File: config.mk
export PLATFORM = sky130hd
export DESIGN_NAME = secret_scroller
export DESIGN_NICKNAME = d
export VERILOG_FILES = /design/src/rtl/secret_scroller.sv
export SDC_FILE = /design/constraint.sdc
export NUM_CORES = 1
export LEC_CHECK = 0
export ABC_CLOCK_PERIOD_IN_PS = 3000
export CAP_MARGIN = 30
export CORE_MARGIN = 3
export CORE_UTILIZATION = 46
export DETAILED_ROUTE_END_ITERATION = 8
export PLACE_DENSITY = 0.71
export SYNTH_ARGS = -nofsm -noshare
export SYNTH_HDL_FRONTEND = slang
export SYNTH_SLANG_ARGS = --single-unit
File: constraint.sdc
create_clock -name clk -period 3 [get_ports clk]
set_clock_uncertainty 0.1 [all_clocks]
set_input_delay 0.6 -clock clk [delete_from_list [all_inputs] [get_ports clk]]
set_output_delay 0.6 -clock clk [all_outputs]
set_load 0.05 [all_outputs]
File: src/rtl/secret_scroller.sv
// secret_scroller
// ---------------
// Stores a short message of 7-bit words in a ring buffer and plays it back
// one column at a time on an 8-bit output. A word with bit 6 clear is a raw
// column: dout = {1'b0, word[5:0], 1'b0}. A word with bit 6 set is a glyph of
// eight columns, fetched from an external combinational font ROM through
// glyph_code/glyph_col/glyph_bits. Every column is held for DIV clocks.
//
// din == 7'h7F is the PLAY code. Any other din value is a word to store.
// The first word stored after playback has started throws away the old
// message. With ONE_SHOT = 1 the message plays once and the output then
// stays blank until a new word arrives.
//
// Parameters
//   WORD_COUNT  ring depth in words (2..64)
//   DIV         clocks per column (1..255)
//   ONE_SHOT    0 = loop forever, 1 = play once, then blank
//
// Ports
//   clk         sole clock, rising edge
//   rst         synchronous active-high reset, beats din on the same edge
//   din         7-bit word in; 7'h7F = PLAY, anything else = LOAD
//   dout        registered column output
//   glyph_code  font-ROM glyph index (word[5:0] of the word being read)
//   glyph_col   font-ROM column index (current column counter)
//   glyph_bits  font-ROM return for (glyph_code, glyph_col)
//   count       number of valid stored words
//   playing     high while in state PLAY
//   wrapped     one-clock pulse on the edge that emits the final hold of
//               the final column of the last stored word

module secret_scroller #(
  parameter int WORD_COUNT = 20,
  parameter int DIV        = 1,
  parameter int ONE_SHOT   = 0
) (
  input  logic                              clk,
  input  logic                              rst,
  input  logic [6:0]                        din,
  output logic [7:0]                        dout,
  output logic [5:0]                        glyph_code,
  output logic [2:0]                        glyph_col,
  input  logic [7:0]                        glyph_bits,
  output logic [$clog2(WORD_COUNT+1)-1:0]   count,
  output logic                              playing,
  output logic                              wrapped
);

  localparam int PTR_W  = $clog2(WORD_COUNT);
  localparam int CNT_W  = $clog2(WORD_COUNT + 1);
  localparam int HOLD_W = (DIV > 1) ? $clog2(DIV) : 1;

  localparam logic [PTR_W-1:0]  PTR_MAX  = PTR_W'(WORD_COUNT - 1);
  localparam logic [CNT_W-1:0]  CNT_FULL = CNT_W'(WORD_COUNT);
  localparam logic [HOLD_W-1:0] HOLD_MAX = HOLD_W'(DIV - 1);
  localparam logic [6:0]        PLAY_CODE = 7'h7F;

  typedef enum logic [1:0] {
    S_IDLE,
    S_LOAD,
    S_PLAY,
    S_DONE
  } state_t;

  state_t state, state_nx;

  // Ring storage. head is the oldest valid word, wr_ptr the next free slot,
  // so the newest word always sits one behind wr_ptr.
  logic [6:0]        mem [WORD_COUNT];
  logic [PTR_W-1:0]  wr_ptr, wr_ptr_nx;
  logic [PTR_W-1:0]  rd_ptr, rd_ptr_nx;
  logic [PTR_W-1:0]  head, head_nx;
  logic [CNT_W-1:0]  count_nx;

  logic [2:0]        col, col_nx;
  logic [HOLD_W-1:0] hold, hold_nx;
  logic [7:0]        dout_nx;
  logic              wrapped_nx;

  // Set on the edge that emits the last slot of a one-shot pass; the next
  // PLAY edge then blanks the output and parks in DONE.
  logic              finished, finished_nx;

  logic              mem_we;
  logic [PTR_W-1:0]  mem_waddr;
  logic [6:0]        mem_wdata;

  logic              is_play;
  logic              in_play;
  logic              rebase;
  logic [PTR_W-1:0]  cur_ptr;
  logic [6:0]        cur_word;
  logic [2:0]        cur_col;
  logic [HOLD_W-1:0] cur_hold;
  logic [PTR_W-1:0]  last_ptr;
  logic              col_end;
  logic              hold_end;

  // Modulo increment that stays exact for non-power-of-two depths.
  function automatic logic [PTR_W-1:0] ptr_inc(input logic [PTR_W-1:0] p);
    return (p == PTR_MAX) ? '0 : p + PTR_W'(1);
  endfunction

  // Read-side view of the slot being emitted on this edge. On the first
  // PLAY edge after loading we are still in LOAD, so the position comes
  // from the oldest word at column 0 / hold 0 instead of the registers.
  always_comb begin
    is_play  = (din == PLAY_CODE);
    in_play  = (state == S_PLAY);
    rebase   = (state == S_PLAY) || (state == S_DONE);
    cur_ptr  = in_play ? rd_ptr : head;
    cur_word = mem[cur_ptr];
    cur_col  = in_play ? col  : 3'd0;
    cur_hold = in_play ? hold : '0;
    last_ptr = (wr_ptr == '0) ? PTR_MAX : wr_ptr - PTR_W'(1);
    col_end  = cur_word[6] ? (cur_col == 3'd7) : 1'b1;
    hold_end = (cur_hold == HOLD_MAX);
  end

  assign glyph_code = cur_word[5:0];
  assign glyph_col  = cur_col;
  assign playing    = (state == S_PLAY);

  // Next-state and datapath decisions for one edge.
  always_comb begin
    state_nx    = state;
    wr_ptr_nx   = wr_ptr;
    rd_ptr_nx   = rd_ptr;
    head_nx     = head;
    count_nx    = count;
    col_nx      = col;
    hold_nx     = hold;
    dout_nx     = dout;
    wrapped_nx  = 1'b0;
    finished_nx = finished;
    mem_we      = 1'b0;
    mem_waddr   = wr_ptr;
    mem_wdata   = din;

    if (!is_play) begin
      mem_we      = 1'b1;
      state_nx    = S_LOAD;
      dout_nx     = 8'h00;
      col_nx      = 3'd0;
      hold_nx     = '0;
      finished_nx = 1'b0;
      if (rebase) begin
        // A new message starts over at slot 0 as its only word.
        mem_waddr = '0;
        head_nx   = '0;
        rd_ptr_nx = '0;
        wr_ptr_nx = ptr_inc('0);
        count_nx  = CNT_W'(1);
      end else begin
        wr_ptr_nx = ptr_inc(wr_ptr);
        if (count == CNT_FULL) begin
          head_nx = ptr_inc(head);
        end else begin
          count_nx = count + CNT_W'(1);
        end
      end
    end else if (count == '0) begin
      state_nx = S_IDLE;
      dout_nx  = 8'h00;
      col_nx   = 3'd0;
      hold_nx  = '0;
    end else if ((state == S_DONE) || (in_play && finished)) begin
      state_nx = S_DONE;
      dout_nx  = 8'h00;
      col_nx   = 3'd0;
      hold_nx  = '0;
    end else begin
      state_nx  = S_PLAY;
      dout_nx   = cur_word[6] ? glyph_bits : {1'b0, cur_word[5:0], 1'b0};
      rd_ptr_nx = cur_ptr;
      col_nx    = cur_col;
      if (!hold_end) begin
        hold_nx = cur_hold + HOLD_W'(1);
      end else begin
        hold_nx = '0;
        if (!col_end) begin
          col_nx = cur_col + 3'd1;
        end else begin
          col_nx = 3'd0;
          if (cur_ptr == last_ptr) begin
            rd_ptr_nx   = head;
            wrapped_nx  = 1'b1;
            finished_nx = (ONE_SHOT != 0);
          end else begin
            rd_ptr_nx = ptr_inc(cur_ptr);
          end
        end
      end
    end
  end

  // State register. Reset wins over any din activity on the same edge.
  always_ff @(posedge clk) begin
    if (rst) begin
      state    <= S_IDLE;
      wr_ptr   <= '0;
      rd_ptr   <= '0;
      head     <= '0;
      count    <= '0;
      col      <= 3'd0;
      hold     <= '0;
      dout     <= 8'h00;
      wrapped  <= 1'b0;
      finished <= 1'b0;
    end else begin
      state    <= state_nx;
      wr_ptr   <= wr_ptr_nx;
      rd_ptr   <= rd_ptr_nx;
      head     <= head_nx;
      count    <= count_nx;
      col      <= col_nx;
      hold     <= hold_nx;
      dout     <= dout_nx;
      wrapped  <= wrapped_nx;
      finished <= finished_nx;
    end
  end

  // Message memory has no reset; nothing is read back while count is 0.
  always_ff @(posedge clk) begin
    if (mem_we && !rst) begin
      mem[mem_waddr] <= mem_wdata;
    end
  end

endmodule

After elaboration in Yosys (flattened, before gate mapping)
Memory sizes are Yosys's and may differ from the RTL's.
Index checks and enable logic that the tools add are counted.
{"block": "word_totals", "ramBits": 140, "in_bits": 17, "n_memories": 1, "word_cells": 82, "ff_bits": 35, "out_inout_bits": 24}
{"block": "op_classes", "add_sub_neg": 7, "eq_ne": 12, "muxes": 32, "bitwise": 4, "n_reduce_logical": 15}
{"memory": "mem", "words": 20, "width": 7, "read_ports": 1, "rd_ports_with_merged_regs": 0, "write_ports": 1, "line_no": "69", "text": "logic [6:0] mem [WORD_COUNT];"}
{"cell": "5-bit 2-to-1 mux", "n": 19}
{"cell": "5-bit by 1-bit adder with 5-bit output, second input constant", "n": 4}
{"cell": "5-bit == test, second input constant", "n": 4}
{"cell": "5-bit zero test", "n": 2}
{"cell": "5-bit OR reduction", "n": 2}
{"cell": "1-bit 2-to-1 mux", "n": 9}
{"cell": "3-bit 2-to-1 mux", "n": 3}
{"cell": "7-bit == test, second input constant", "n": 1}
{"cell": "7-bit 2-to-1 mux", "n": 1}
{"cell": "2-bit inequality test, second input constant", "n": 3}
{"cell": "6-bit OR reduction", "n": 1}
{"cell": "5-bit == test", "n": 1}
{"cell": "5-bit by 1-bit subtractor with 5-bit output, second input constant", "n": 1}
{"cell": "2-bit == test, second input constant", "n": 2}
{"cell": "1-bit NOT", "n": 4}
{"cell": "2-bit AND reduction", "n": 2}
{"cell": "2-bit nonzero test", "n": 2}
{"cell": "4-bit OR reduction", "n": 1}
{"cell": "3-bit by 1-bit adder with 3-bit output, second input constant", "n": 1}
{"cell": "3-bit == test, second input constant", "n": 1}
{"cell": "3-bit AND reduction", "n": 1}
{"cell": "3-bit OR reduction", "n": 1}
{"cell": "1-bit adder, second input constant", "n": 1}
{"cell": "1-bit logical AND", "n": 1}
{"cell": "2 further kinds", "n": 2}

Logic depth before layout (Yosys ltp)
{"block": "logic_depth", "depth_word": 10, "depth_mapped": 11, "mapped_depth_nobuf": 10}

Worst setup path after synthesis
OpenSTA, ideal clock, no wires.
{"block": "synth_timing", "kind": "register to register", "from": "register state[0]", "to": "register rd_ptr[2]", "n_path_buf": 1, "arrival_ps": 3205, "period_less_slack_ps": 3384, "path_stages_with_launch": 12, "setup_time_ps": 79, "setup_slack_ps": -384, "required_time_ps": 2821, "path_cell_list": "dfxtp_1 nand2b_4 inv_6 clkbuf_1 and2_1 ha_1 ha_1 nor2_1 a32oi_1 nand3_1 mux2_2 a211oi_2"}
{"block": "synth_between", "elab_cells_between_ends": 22, "cone_classes": "1 x add/sub; 6 x eq/ne; 11 x mux; 3 x reduce/logical; 1 x memory"}
{"item": "from (decl)", "line_no": "65", "text": "state_t state, state_nx;"}
{"item": "from (signal assigned)", "line_no": "211", "text": "state <= state_nx;"}
{"item": "2-bit == test"}
{"item": "net playing", "line_no": "45", "text": "output logic playing,"}
{"item": "3-bit 2-to-1 mux", "line_no": "113", "text": "cur_col = in_play ? col : 3'd0;"}
{"item": "net glyph_col[1]", "line_no": "42", "text": "output logic [2:0] glyph_col,"}
{"item": "3-bit == test", "line_no": "116", "text": "col_end = cur_word[6] ? (cur_col == 3'd7) : 1'b1;"}
{"item": "1-bit 2-to-1 mux", "line_no": "116"}
{"item": "5-bit 2-to-1 mux", "line_no": "181", "text": "if (!col_end) begin"}
{"item": "5-bit 2-to-1 mux", "line_no": "177", "text": "if (!hold_end) begin"}
{"item": "5-bit 2-to-1 mux", "line_no": "167", "text": "end else if ((state == S_DONE) || (in_play && finished)) begin"}
{"item": "5-bit 2-to-1 mux", "line_no": "162", "text": "end else if (count == '0) begin"}
{"item": "5-bit 2-to-1 mux", "line_no": "140", "text": "if (!is_play) begin"}
{"item": "to (signal assigned)", "line_no": "213", "text": "rd_ptr <= rd_ptr_nx;"}
{"item": "to (decl)", "line_no": "71", "text": "logic [PTR_W-1:0] rd_ptr, rd_ptr_nx;"}
The timed path passes the listed nets, and every way through them passes these cells. The select of a mux whose other input is x is not followed.
A chain may end at the register's enable or synchronous reset.

Final worst setup path
{"block": "layout_timing", "from": "register state[0]", "to": "output glyph_code[2]"}
{"block": "layout_between", "elab_chain_cells": 3}
{"item": "2-bit == test", "line_no": "109", "text": "in_play = (state == S_PLAY);"}
{"item": "5-bit 2-to-1 mux", "line_no": "111", "text": "cur_ptr = in_play ? rd_ptr : head;"}
{"item": "memory read 20 x 7 bit"}
{"item": "to (decl)", "line_no": "41", "text": "output logic [5:0] glyph_code,"}
Every way passes these cells.

==> out/results.txt <==
Total number of vias: 5,391
Fmax: 304 MHz
Post-Syn Instances: 553
Post-synth EDFFs: 140
CP dominant cell by count: buf_12
Num rows: 46
Clk buf depth: 2
Worst Path Arrival: 2.59 ns
P&R area growth vs syn: 29.6%
Cell Pwr Density: 530 mW/mm^2
Hold Vio Cnt, Final: 0
ANT cells: 0
Synth top cells by count: edfxtp_1, nor2_1, mux2i_1, dfxtp_1, nand2_1
Worst path cell trace: nand2b_4, clkinv_4, mux2_4, buf_12, mux4_2, a22oi_2, nand3_2, buf_12
Sequential-to-total area share from yosys stat: 0.642
Port bufs: 40
Global-route wire length before repair: 30,100 microns
Worst rel slew slack: 0.395
RSZ-0062 raised after global routing: yes
Initial antenna violation count: 0
Crit path kind: register to output port
Yosys cell types: 61
Failing checks: negative setup slack
Minimum hold slack: 0.352 ns
Crit end category: output port
Critical-path top delay cell: mux4_2
Hold Crit Class: register to register
Lkg Pwr: 3.43 nW
Top-count cell post-synth: edfxtp_1
Worst Path Max Fanout: 6
CP startpoint kind: register
Worst Tran Pin Value: 0.904 ns
Syn Std Cell Area: 0.00763 sq mm
Crit path max-delay family: multiplexers
Chip width: 135 microns
Vias in the first global route: 5,136
Fraction of layout cells with a size suffix above 1: 0.295
Max incr delay on CP: 0.55 ns
Syn Nets: 579
DRT iter0 DRCs: 674
Critical Path RT: 2.30 ns
Minimum clock period: 3.29 ns
Post-DP Area: 0.00871 sq mm
Largest cells by area after synthesis: edfxtp_1, dfxtp_1, mux2i_1
Via-to-Cell Ratio: 5.96
Status: finished, violations left
Warnings from Yosys: 0
Final instance area: 0.00990 sq mm
Routability Congestion: 0.880
Remaining DRCs: 0
Worst setup margin: -0.289 ns
Final Max Slew Viols: 0
Die area: 0.0182 sq mm
Max cap viols: 0
Final #Nets: 702
CTS Buf Count: 17
Io pins: 41
Die H: 135 microns
Synth area leader: edfxtp_1
DP Cell Count: 842
Clk Tree Root Cell: clkbuf_16
Clk_lat worst skew: 0.44 ns
Tot GR Track Use: 0.221
Share of the synthesized area in the top cell type: 0.551
Bufs and invs on worst path: 3
WL final: 20,000 microns
Placeable Area: 0.0161 sq mm
Total global routing overflow: 0
Setup TNS: -1.53 ns
Final period utilization: 1.10
Largest net degree at the start of global routing: 23
Initial Util: 0.475
Pre-antenna DRT Iters: 5
Register bit count reported by yosys: 175
Mean routed wirelength per cell: 22.1 microns
CTS tree: yes
Clock sinks: 175
Non-Filler Instances: 905
Final setup viols: 6
Avg Cell Area, Syn: 13.8 sq um
Clock slew at reported path FFs: 0.06 ns
Post-synth top flop: edfxtp_1
Fillers: 1,132
Worst vdd ir: 0.433 mV
Final ANT Viol Nets: 0
Hpwl dp: 12,400 microns
Synth async-reset ratio: 0
H-tree Lvls: 4
-- worst register-to-register path, cell delays in order (launching register included) --
cell and delay, ns:
dfxtp_2 0.33, nand2b_4 0.14, clkinv_4 0.07, buf_4 0.18, nor2_4 0.09, a21o_1 0.51
xnor2_1 0.22, nor4_4 0.41, buf_4 0.22, mux2i_1 0.08, or3_1 0.37, nand3_1 0.09
-- area by class of cell --
| type | count | area (sq um) | share of cell area |
|---|---|---|---|
| Clock buffer | 17 | 425 | 0.0430 |
| Clock inverter | 15 | 175 | 0.0177 |
| Inverter | 17 | 71.3 | 0.00721 |
| Multi-Input combinational cell | 334 | 2780 | 0.281 |
| Sequential cell | 175 | 4910 | 0.496 |
| Tap cell | 216 | 270 | 0.0273 |
| Timing Repair Buffer | 131 | 1270 | 0.128 |
-- metal layers --
metal | global-route usage | share of wire | up-vias | wire, microns
met4 | 0.0798 | 0.023 | 0 | 467
met2 | 0.353 | 0.49 | 292 | 9850
met3 | 0.0455 | 0.076 | 43 | 1530
met5 | 0 | 0 | - | 0
li1 | - | - | 2395 | -
met1 | 0.304 | 0.41 | 2661 | 8140
-- cell usage in the layout (no fill, tap or decap), types with 4 or more instances in the layout --
| cell type | synthesis | final |
|---|---|---|
| nand2_1 | 28 | 27 |
| mux2i_1 | 41 | 36 |
| mux4_2 | 18 | 18 |
| o21ai_1 | 1 | 6 |
| clkdlybuf4s50_1 | 0 | 31 |
| a21oi_1 | 19 | 19 |
| buf_4 | 1 | 84 |
| a22oi_2 | 0 | 6 |
| dfxtp_1 | 35 | 33 |
| inv_6 | 1 | 5 |
| nand3_1 | 23 | 17 |
| mux2i_4 | 0 | 4 |
| clkbuf_16 | 0 | 19 |
| a221oi_2 | 0 | 11 |
| ha_1 | 9 | 9 |
| o21ai_0 | 16 | 10 |
| buf_12 | 0 | 8 |
| nor3_1 | 6 | 6 |
| a31oi_1 | 11 | 9 |
| xnor2_1 | 6 | 6 |
| edfxtp_1 | 140 | 140 |
| nand4_1 | 9 | 9 |
| nand3_2 | 0 | 5 |
| o31ai_1 | 4 | 4 |
| inv_1 | 15 | 15 |
| xor2_1 | 5 | 5 |
| nor2_1 | 52 | 51 |
| a211oi_1 | 11 | 10 |
-- flip-flops by register name, indices dropped and copies added, names as in the netlist --
register,flops
mem,140
dout,8
count,5
head,5
rd_ptr,5
wr_ptr,5
col,3
state,2
hold,1
wrapped,1
-- stage by stage --
step / setup slack [ns] / utilization / total power [W]
2_1_floorplan: 0.0123 / - / 0.00288
3_3_place_gp: -0.103 / 0.543 / 0.00301
3_5_place_dp: -0.141 / 0.543 / 0.00302
4_1_cts: -0.254 / 0.603 / 0.00523
5_1_grt: -0.364 / 0.616 / 0.00538
6_report: -0.289 / 0.616 / 0.00524
-- power by group --
part / total, W / internal [W] / switching (W) / leakage (nW)
clock network: 0.00224 / 0.00125 / 0.000991 / 0.299
registers: 0.00267 / 0.00265 / 0.0000204 / 1.55
logic: 0.000331 / 0.000138 / 0.000193 / 1.58
total: 0.00524 / 0.00404 / 0.00120 / 3.43
-- worst paths after layout --
path | from | end | slack (ns) | cells past startpoint
worst max-delay path | state[0] | glyph_code[2] | -0.29 | 8
worst min-delay path | col[2] | col[2] | 0.35 | 2
worst max register to register | state[0] | rd_ptr[3] | 0.14 | 11
worst min register to register | col[2] | col[2] | 0.35 | 2
-- cells by family (layout without fill, tap and decap cells) --
kind of cell	Yosys count	in the layout	share of synthesized area
compound gates	99	99	0.0882
xor+xnor	13	13	0.0169
fa+ha+maj	9	9	0.0147
buf+inv	44	180	0.0257
flops	175	175	0.642
mux	62	62	0.112
other cells	1	1	0.000491
simple gates	150	150	0.0998
-- what timing repair did --
item                       4_1_cts  5_1_grt
buffers inserted                10       17
hold endpoints to repair         0        0
hold buffers                     0        0
resized for setup               41       14
pin swaps                       13       13
gates cloned                     4        2
setup endpoints to repair        6        9
No activity file was read; power rests on OpenSTA's default activity.
